--- src/rtl/uart_tx_if.sv ---
// Byte request handshake between a packet formatter and the UART transmitter.
// Latency: none; this file only carries wires.
// Backpressure: done low means the transmitter ignores send. send is not queued.
// Signals:
//   send         requester -> uart  level request to transmit byte_to_send
//   byte_to_send requester -> uart  data byte, taken on the accepting edge only
//   done         uart -> requester  idle and able to accept this cycle
interface uart_tx_if;
  logic       send;
  logic [7:0] byte_to_send;
  logic       done;

  modport master (output send, output byte_to_send, input done);
  modport slave  (input send, input byte_to_send, output done);
endinterface

--- src/rtl/uart_tx.sv ---
// Transmit-only UART: serializes one byte into an 8N1 frame (8E1 with UART_TX_PARITY_EN).
// Latency: start bit appears the cycle after the accepting edge; frame lasts 10 (11) x clocks_per_bit cycles.
// Backpressure: done = idle && !send; a send raised while busy is dropped, not queued.
// Ports:
//   clock    system clock, rising edge
//   reset_n  asynchronous active-low reset; aborts any frame and forces pin high
//   bus      uart_tx_if.slave (send / byte_to_send / done)
//   pin      registered serial output, idle high
// Optional macro: UART_TX_PARITY_EN inserts an even parity bit between bit7 and stop.
module uart_tx #(
  parameter int unsigned clocks_per_bit = 1
) (
  input  logic     clock,
  input  logic     reset_n,
  uart_tx_if.slave bus,
  output logic     pin
);

  // Counter counts down from clocks_per_bit-1 to 0, so each bit lasts clocks_per_bit cycles.
  localparam logic [15:0] BitReload = 16'(clocks_per_bit - 1);

  typedef enum logic [2:0] {
    IDLE   = 3'd0,
    START  = 3'd1,
    DATA   = 3'd2,
`ifdef UART_TX_PARITY_EN
    PARITY = 3'd3,
`endif
    STOP   = 3'd4
  } state_t;

  state_t      state_q, state_d;
  logic [15:0] cnt_q, cnt_d;
  logic [2:0]  idx_q, idx_d;
  logic [7:0]  shreg_q, shreg_d;
  logic        pin_q, pin_d;
`ifdef UART_TX_PARITY_EN
  logic        par_q, par_d;
`endif

  logic bit_end;
  assign bit_end = (cnt_q == 16'd0);

  // Gating done with send keeps a same-edge requester from seeing done twice per byte.
  assign bus.done = (state_q == IDLE) && !bus.send;
  assign pin      = pin_q;

  always_comb begin
    state_d = state_q;
    cnt_d   = cnt_q;
    idx_d   = idx_q;
    shreg_d = shreg_q;
    pin_d   = pin_q;
`ifdef UART_TX_PARITY_EN
    par_d   = par_q;
`endif
    case (state_q)
      IDLE: begin
        pin_d = 1'b1;
        if (bus.send) begin
          state_d = START;
          shreg_d = bus.byte_to_send;
          cnt_d   = BitReload;
          idx_d   = 3'd0;
          pin_d   = 1'b0;
`ifdef UART_TX_PARITY_EN
          par_d   = ^bus.byte_to_send;
`endif
        end
      end
      START: begin
        if (bit_end) begin
          state_d = DATA;
          cnt_d   = BitReload;
          pin_d   = shreg_q[0];
        end else begin
          cnt_d = cnt_q - 16'd1;
        end
      end
      DATA: begin
        if (bit_end) begin
          cnt_d = BitReload;
          if (idx_q == 3'd7) begin
`ifdef UART_TX_PARITY_EN
            state_d = PARITY;
            pin_d   = par_q;
`else
            state_d = STOP;
            pin_d   = 1'b1;
`endif
          end else begin
            // shreg_q[0] is the bit on the pin now; [1] goes out next.
            idx_d   = idx_q + 3'd1;
            shreg_d = {1'b0, shreg_q[7:1]};
            pin_d   = shreg_q[1];
          end
        end else begin
          cnt_d = cnt_q - 16'd1;
        end
      end
`ifdef UART_TX_PARITY_EN
      PARITY: begin
        if (bit_end) begin
          state_d = STOP;
          cnt_d   = BitReload;
          pin_d   = 1'b1;
        end else begin
          cnt_d = cnt_q - 16'd1;
        end
      end
`endif
      STOP: begin
        if (bit_end) begin
          state_d = IDLE;
          pin_d   = 1'b1;
        end else begin
          cnt_d = cnt_q - 16'd1;
        end
      end
      default: begin
        state_d = IDLE;
        pin_d   = 1'b1;
      end
    endcase
  end

  always_ff @(posedge clock or negedge reset_n) begin
    if (!reset_n) begin
      state_q <= IDLE;
      cnt_q   <= 16'd0;
      idx_q   <= 3'd0;
      shreg_q <= 8'd0;
      pin_q   <= 1'b1;
`ifdef UART_TX_PARITY_EN
      par_q   <= 1'b0;
`endif
    end else begin
      state_q <= state_d;
      cnt_q   <= cnt_d;
      idx_q   <= idx_d;
      shreg_q <= shreg_d;
      pin_q   <= pin_d;
`ifdef UART_TX_PARITY_EN
      par_q   <= par_d;
`endif
    end
  end

endmodule

--- src/flat_wrapper.sv ---
// flat-port wrapper written by rule: the top's interface ports become plain ports
module uart_tx_flat 
#(
  parameter int unsigned clocks_per_bit = 1
)
  (clock, reset_n, pin, bus_send, bus_byte_to_send, bus_done);
  uart_tx_if bus_i ();
  input  logic clock;
  input  logic reset_n;
  output logic pin;
  input wire logic [$bits(bus_i.send)-1:0] bus_send;
  input wire logic [$bits(bus_i.byte_to_send)-1:0] bus_byte_to_send;
  output wire logic [$bits(bus_i.done)-1:0] bus_done;
  assign bus_i.send = bus_send;
  assign bus_i.byte_to_send = bus_byte_to_send;
  assign bus_done = bus_i.done;
  uart_tx #(.clocks_per_bit(clocks_per_bit)) u_core (.clock(clock), .reset_n(reset_n), .bus(bus_i), .pin(pin));
endmodule
--- config.mk ---
export PLATFORM = sky130hd
export DESIGN_NAME = uart_tx_flat
export DESIGN_NICKNAME = d
export VERILOG_FILES = /design/src/rtl/uart_tx_if.sv /design/src/rtl/uart_tx.sv /design/src/flat_wrapper.sv
export SDC_FILE = /design/constraint.sdc
export NUM_CORES = 1
export LEC_CHECK = 0
export ABC_AREA = 1
export BUFFER_PORTS_ARGS = -buffer_cell sky130_fd_sc_hd__buf_2
export CORE_ASPECT_RATIO = 1.2
export CORE_MARGIN = 2
export CORE_UTILIZATION = 57
export CTS_CLUSTER_DIAMETER = 200
export DETAILED_ROUTE_END_ITERATION = 16
export PLACE_DENSITY = 0.76
export SETUP_SLACK_MARGIN = 0.1
export SYNTH_ARGS = -nofsm -noshare
export SYNTH_HDL_FRONTEND = slang
export SYNTH_SLANG_ARGS = --single-unit
export TNS_END_PERCENT = 50
--- constraint.sdc ---
create_clock -name clock -period 1.75 [get_ports clock]
set_input_delay 0.2625 -clock clock [delete_from_list [all_inputs] [get_ports clock]]
set_output_delay 0.2625 -clock clock [all_outputs]
set_load 0.02 [all_outputs]
==> flow_summary.json, run 1 <==
{
  "fin_util_pct": 66.8,
  "syn_inst": 277,
  "viasPerCell": 5.40,
  "grt_use_met2_pct": 37.4,
  "grt_busiest_layer": "met2",
  "fp-row-count": 23,
  "globalRouteTotalUtil_pct": 21.8,
  "met3_usage_pct": 5.63,
  "period_share_pct": 92.6,
  "setup_viol": 0,
  "p_comb_share_pct": 60.9,
  "reg2reg_from": "u_core.cnt_q[0]",
  "fin_ws_ps": 130,
  "finalMaxSlewViolations": 0,
  "vias": 1802,
  "grt_max_degree": 32,
  "cts-htree-levels": 2,
  "first_iter_violations": 77,
  "wl_per_cell_um": 12.6,
  "dieArea_mm2": 0.00401,
  "intPower_mw": 2.44,
  "p_leak_nw": 1.22,
  "power_density_mw_per_mm2": 2170,
  "fmax_mhz": 617,
  "nets": 312,
  "seq_power_share_pct": 25.1,
  "ys_async_sr_fraction_pct": 100,
  "synth_nets": 292,
  "endpoint_kind": "output pin",
  "synth_cell_types": 31,
  "use_met1_pct": 24.0,
  "antenna_cells": 0,
  "hold_violations": 0,
  "rsz0062_at_grt": "yes",
  "p_switching_mw": 2.45,
  "worst-path-max-fanout": 5,
  "port_buffers": 12,
  "clock_skew_ps": 7.41,
  "synth-main-ff-cell": "dfrtp_1",
  "grt_antenna_before_repair": 0,
  "cts.clk_slew.worst_paths_ps": 70,
  "firstDrtPassIters": 5,
  "crit_type": "reg2out",
  "ctsHoldBuffers": 0,
  "ys_seq_elements": 31,
  "relSlewSlack_pct": 54.0,
  "grt_overflow": 0,
  "cts-buffers-inserted": 5,
  "tightest_slew_ps": 690,
  "routed_wl_mm": 4.20,
  "cts.path.max_buffers": 2,
  "cts-root-buf": "clkbuf_8",
  "grt_pass1_vias": 1681,
  "synth_area_per_cell_um2": 7.25,
  "ys_seq_area_share_pct": 38.7,
  "pre_cts_slack_ps": 119,
  "synth_area_mm2": 0.00201,
  "power_frac_clock_pct": 14.0,
  "die_x_um": 58.2,
  "place_congestion": 0.822,
  "startpoint": "u_core.state_q[2]",
  "post-route-min-period_ps": 1620,
  "drc": 0,
  "worst_setup_path_start_kind": "flop",
  "status": "finished clean",
  "max_cap_violations": 0,
  "cts_sinks": 31,
  "drive_gt1_share_pct": 20.2,
  "yosysWarnings": 0,
  "boundaryPins": 13,
  "cp.arrival_ps": 1360,
  "hold-worst-slack_ps": 12.9,
  "areaGrowthSynthToFinish_pct": 12.1,
  "peakVddDrop_v": 0.00129,
  "insertion_delay_ps": 290,
  "place_hpwl_mm": 2.93,
  "required_ps": 1490,
  "hp-class": "in2async",
  "grt_pass1_wl_mm": 6.76,
  "core_mm2": 0.00337,
  "ant_nets": 0,
  "initial_core_util_pct": 59.6,
  "synth-edff-count": 0,
  "cts_tree": "yes",
  "swShare_pct": 50.1,
  "dieHeight_um": 69
}
placed cells by master, fill, tap and decap left out, types with 2 or more instances in the layout:
master    instances
buf_2            12
buf_4             3
clkbuf_8          5
dfrtp_1          29
ha_1              2
ha_2              2
inv_1            29
inv_2             2
inv_4             3
nand2_1          92
nand2_2           5
nand2_4           3
nand3_1          18
nand3_2           2
nand3_4           2
nand4_1           4
nor2_1           35
nor2_2            4
nor2_4            3
nor2_8            2
nor3_1            3
o21ai_0          11
o21ai_1           5
o21ai_2           7
xor2_1            3
worst paths after layout:
kind / slack, ps / cells past startpoint / end
setup / recovery: 130 / 4 / bus_done
hold / removal: 10 / 1 / u_core.cnt_q[7]
setup reg to reg: 130 / 9 / u_core.cnt_q[2]
hold reg to reg: 490 / 2 / u_core.shreg_q[0]
max in group asynchronous: 1250 / 1 / u_core.state_q[2]
min in group clock: 230 / 3 / u_core.shreg_q[7]
cells in the mapped netlist, types with 3 or more instances:
library cell | n | area share [%]
o21ai_2 | 7 | 3.1
o21ai_0 | 12 | 3.0
nor2_2 | 4 | 1.2
nor3_1 | 3 | 0.75
dfrtp_1 | 30 | 37
xor2_1 | 3 | 1.3
nand3_1 | 18 | 4.5
o21ai_1 | 4 | 1.0
nand4_1 | 4 | 1.2
nand2_2 | 5 | 1.6
nor2_1 | 36 | 6.7
nand2_1 | 93 | 17
ha_1 | 4 | 2.5
inv_2 | 3 | 0.56
inv_1 | 29 | 5.4
flip-flops by register name, summed over array words and instances, names as in the netlist:
| register | cells |
|---|---|
| u_core.state_q | 3 |
| u_core.pin | 1 |
| u_core.cnt_q | 16 |
| u_core.idx_q | 3 |
| u_core.shreg_q | 8 |
power by group through the flow:
stage                     registers (mW)  clock network [mW]  logic (mW)
after global placement              1.22                   0        2.75
after detailed placement            1.22                   0        2.80
final                               1.23               0.685        2.98
after floorplan                     1.20                   0        2.31
after CTS                           1.22               0.690        2.83
after global routing                1.26               0.720        3.35
logic make-up (layout without fill, tap and decap cells):
| logic type | Yosys count | after routing | synth area share (%) |
|---|---|---|---|
| flops | 31 | 31 | 38.7 |
| xor+xnor | 3 | 3 | 1.31 |
| buf+inv | 37 | 57 | 7.79 |
| mux | 1 | 1 | 0.499 |
| fa+ha+maj | 4 | 4 | 2.49 |
| compound gates | 26 | 26 | 7.92 |
| simple gates | 175 | 175 | 41.3 |
worst max-delay path, cell delays in order, from the launching register on:
cell     delay [ps]
dfrtp_2         460
nor2_4          150
nand2_2         110
nor2_8          160
buf_2           190
stage by stage:
step | total power [mW] | instances | setup TNS, ps | instance area [µm²]
after global placement | 3.97 | 325 | 0 | 2100
after CTS | 4.74 | 332 | 0 | 2210
final | 4.89 | 334 | 0 | 2250
after detailed placement | 4.02 | 325 | 0 | 2100
after floorplan | 3.51 | 277 | 0 | 2010
after global routing | 5.33 | 334 | -24.8 | 2250
routing by layer:
metal	wire, µm	share of wire, %
met3	176	4.2
met4	84	2.0
met2	2150	51
met5	0	0
met1	1790	43
area by class of cell:
type	count	area [µm²]
clock inverters	1	30.0
flip-flops and latches	31	778
clock buffers	6	72.6
well taps	37	46.3
fillers	278	1120
inverters	34	135
repair buffers	16	93.8
multi-input cells	209	1090
timing repair:
item / in CTS / in global routing
resized for setup: 1 / 9
pin swaps: 0 / 5
setup endpoints to repair: 3 / 30
setup buffers: 0 / 2
Power figures use the tool's default switching activity.
==> run 2: changes to the inputs <==
- BUFFER_PORTS_ARGS: -buffer_cell sky130_fd_sc_hd__buf_2 -> -buffer_cell sky130_fd_sc_hd__buf_4
==> flow_summary.json, run 2 (synthesized netlist as in run 1, its figures left out) <==
{
  "ant_nets": 0,
  "cts_tree": "yes",
  "cts.path.max_buffers": 2,
  "tightest_slew_ps": 393,
  "worst_setup_path_start_kind": "flop",
  "cts.clk_slew.worst_paths_ps": 70,
  "placed_cells": 325,
  "p_comb_share_pct": 62.5,
  "grt_pass1_wl_mm": 7.04,
  "wl_per_cell_um": 12.1,
  "required_ps": 1490,
  "fin_ws_ps": 140,
  "fin_area_mm2": 0.00229,
  "vias": 1768,
  "setup_tns_ps": 0,
  "setup_viol": 0,
  "peakVddDrop_v": 0.00134,
  "port_buffers": 12,
  "final_common_cell": "nand2_1",
  "fmax_mhz": 621,
  "place_hpwl_mm": 2.96,
  "hold_violations": 0,
  "fillers": 270,
  "drive_gt1_share_pct": 22.1,
  "period_share_pct": 92.0,
  "dieHeight_um": 69,
  "cts-root-buf": "clkbuf_8",
  "max_cap_violations": 0,
  "grt_antenna_before_repair": 0,
  "layout_common_cells": "91 x nand2_1, 35 x nor2_1, 29 x dfrtp_1, 27 x inv_1, 18 x nand3_1",
  "areaGrowthSynthToFinish_pct": 14.0,
  "endpoint_kind": "output pin",
  "p_leak_nw": 1.23,
  "fin_util_pct": 67.9,
  "boundaryPins": 13,
  "initial_core_util_pct": 59.6,
  "core_mm2": 0.00337,
  "seq_power_share_pct": 25.5,
  "largest_register": "u_core.cnt_q",
  "top_regs": "u_core.cnt_q: 16 flops, u_core.shreg_q: 8 flops",
  "grt_overflow": 0,
  "pre_cts_slack_ps": 126,
  "place_area_mm2": 0.00213,
  "power_frac_clock_pct": 12.1,
  "fin_cells": 336,
  "rsz0062_at_grt": "yes",
  "nets": 314,
  "hp-class": "in2reg",
  "firstDrtPassIters": 4,
  "met3_usage_pct": 5.63,
  "largest_register_ffs": 16,
  "grt_use_met2_pct": 38.4,
  "drc": 0,
  "worst-path-max-fanout": 5,
  "die_x_um": 58.2,
  "swShare_pct": 50.3,
  "cts-buffers-inserted": 5,
  "critPathMaxStageDelay_ps": 460,
  "dieArea_mm2": 0.00401,
  "power_density_mw_per_mm2": 2110,
  "viasPerCell": 5.26,
  "cp.arrival_ps": 1350,
  "place_congestion": 0.834,
  "insertion_delay_ps": 290,
  "routed_wl_mm": 4.06,
  "use_met1_pct": 26.8,
  "antenna_cells": 0,
  "fp-row-count": 23,
  "intPower_mw": 2.40,
  "grt_pass1_vias": 1673,
  "globalRouteTotalUtil_pct": 22.6,
  "status": "finished clean",
  "crit_chain": "nor2_4 -> nand2_2 -> nor2_8 -> buf_4",
  "post-route-min-period_ps": 1610,
  "grt_busiest_layer": "met2",
  "crit_type": "reg2out",
  "finalMaxSlewViolations": 0,
  "cts_sinks": 31,
  "clock_skew_ps": 6.03,
  "cpMaxStageDelayCell": "dfrtp_2",
  "relSlewSlack_pct": 73.8,
  "first_iter_violations": 58,
  "grt_max_degree": 32,
  "cts-htree-levels": 2,
  "p_switching_mw": 2.43
}
[run 2: cell count changes in the layout (fill, tap and decap cells not counted), sizes merged]
cell / delta
buf: +1
bufinv: -1
clkinv: +1
dlygate4sd3: +1
[run 2: metal layers]
layer  up-vias  part of all wire [%]
met3         8                   3.4
li1        917                     -
met4         0                   2.0
met2        35                    50
met1       808                    44
met5         -                     0
[run 2: power by group through the flow]
stage | Combinational, mW | Sequential [mW] | Clock [mW]
2_1_floorplan | 2.31 | 1.20 | 0
3_3_place_gp | 2.78 | 1.22 | 0
3_5_place_dp | 2.83 | 1.22 | 0
4_1_cts | 2.85 | 1.22 | 0.596
5_1_grt | 3.44 | 1.26 | 0.624
6_report | 3.02 | 1.23 | 0.583
[run 2: path summary, 6_finish.rpt]
path / depth (start not counted) / startpoint / endpoint / slack [ps]
min in group asynchronous: 2 / reset_n / u_core.cnt_q[2] / 440
worst min register to register: 2 / u_core.idx_q[1] / u_core.idx_q[1] / 510
max in group asynchronous: 2 / reset_n / u_core.pin / 990
worst max-delay path: 4 / u_core.state_q[2] / bus_done / 140
worst max register to register: 9 / u_core.cnt_q[6] / u_core.shreg_q[0] / 220
worst min-delay path: 3 / bus_byte_to_send[7] / u_core.shreg_q[7] / 220
[run 2: worst max-delay path: cells and delay by family (launching register included)]
family | cells | cell delay [ps]
flip-flops | 1 | 460
AND/OR/NAND/NOR | 3 | 430
buffers and inverters | 1 | 170
[run 2: final cells by class]
class | instances | area (µm²) | share of cell area (%)
clock buffer | 6 | 82.6 | 3.61
clock inverter | 1 | 5.00 | 0.219
inverter | 34 | 135 | 5.91
multi-input combinational | 209 | 1100 | 48.0
sequential | 31 | 778 | 34.0
tap | 37 | 46.3 | 2.02
timing repair buffer | 18 | 141 | 6.18
[run 2: timing repair]
action / in CTS / in global routing
resized for setup: 1 / 12
setup buffers: 0 / 3
hold buffers: 1 / 0
endpoints found under the hold margin: 30 / 0
pin swaps: 0 / 7
setup endpoints to repair: 1 / 30
[run 2: through the flow]
stage / hold WS [ps] / total power [mW]
3_3_place_gp: 220 / 4.00
6_report: 225 / 4.83
4_1_cts: 220 / 4.67
3_5_place_dp: 222 / 4.05
5_1_grt: 266 / 5.33
2_1_floorplan: -33.1 / 3.51
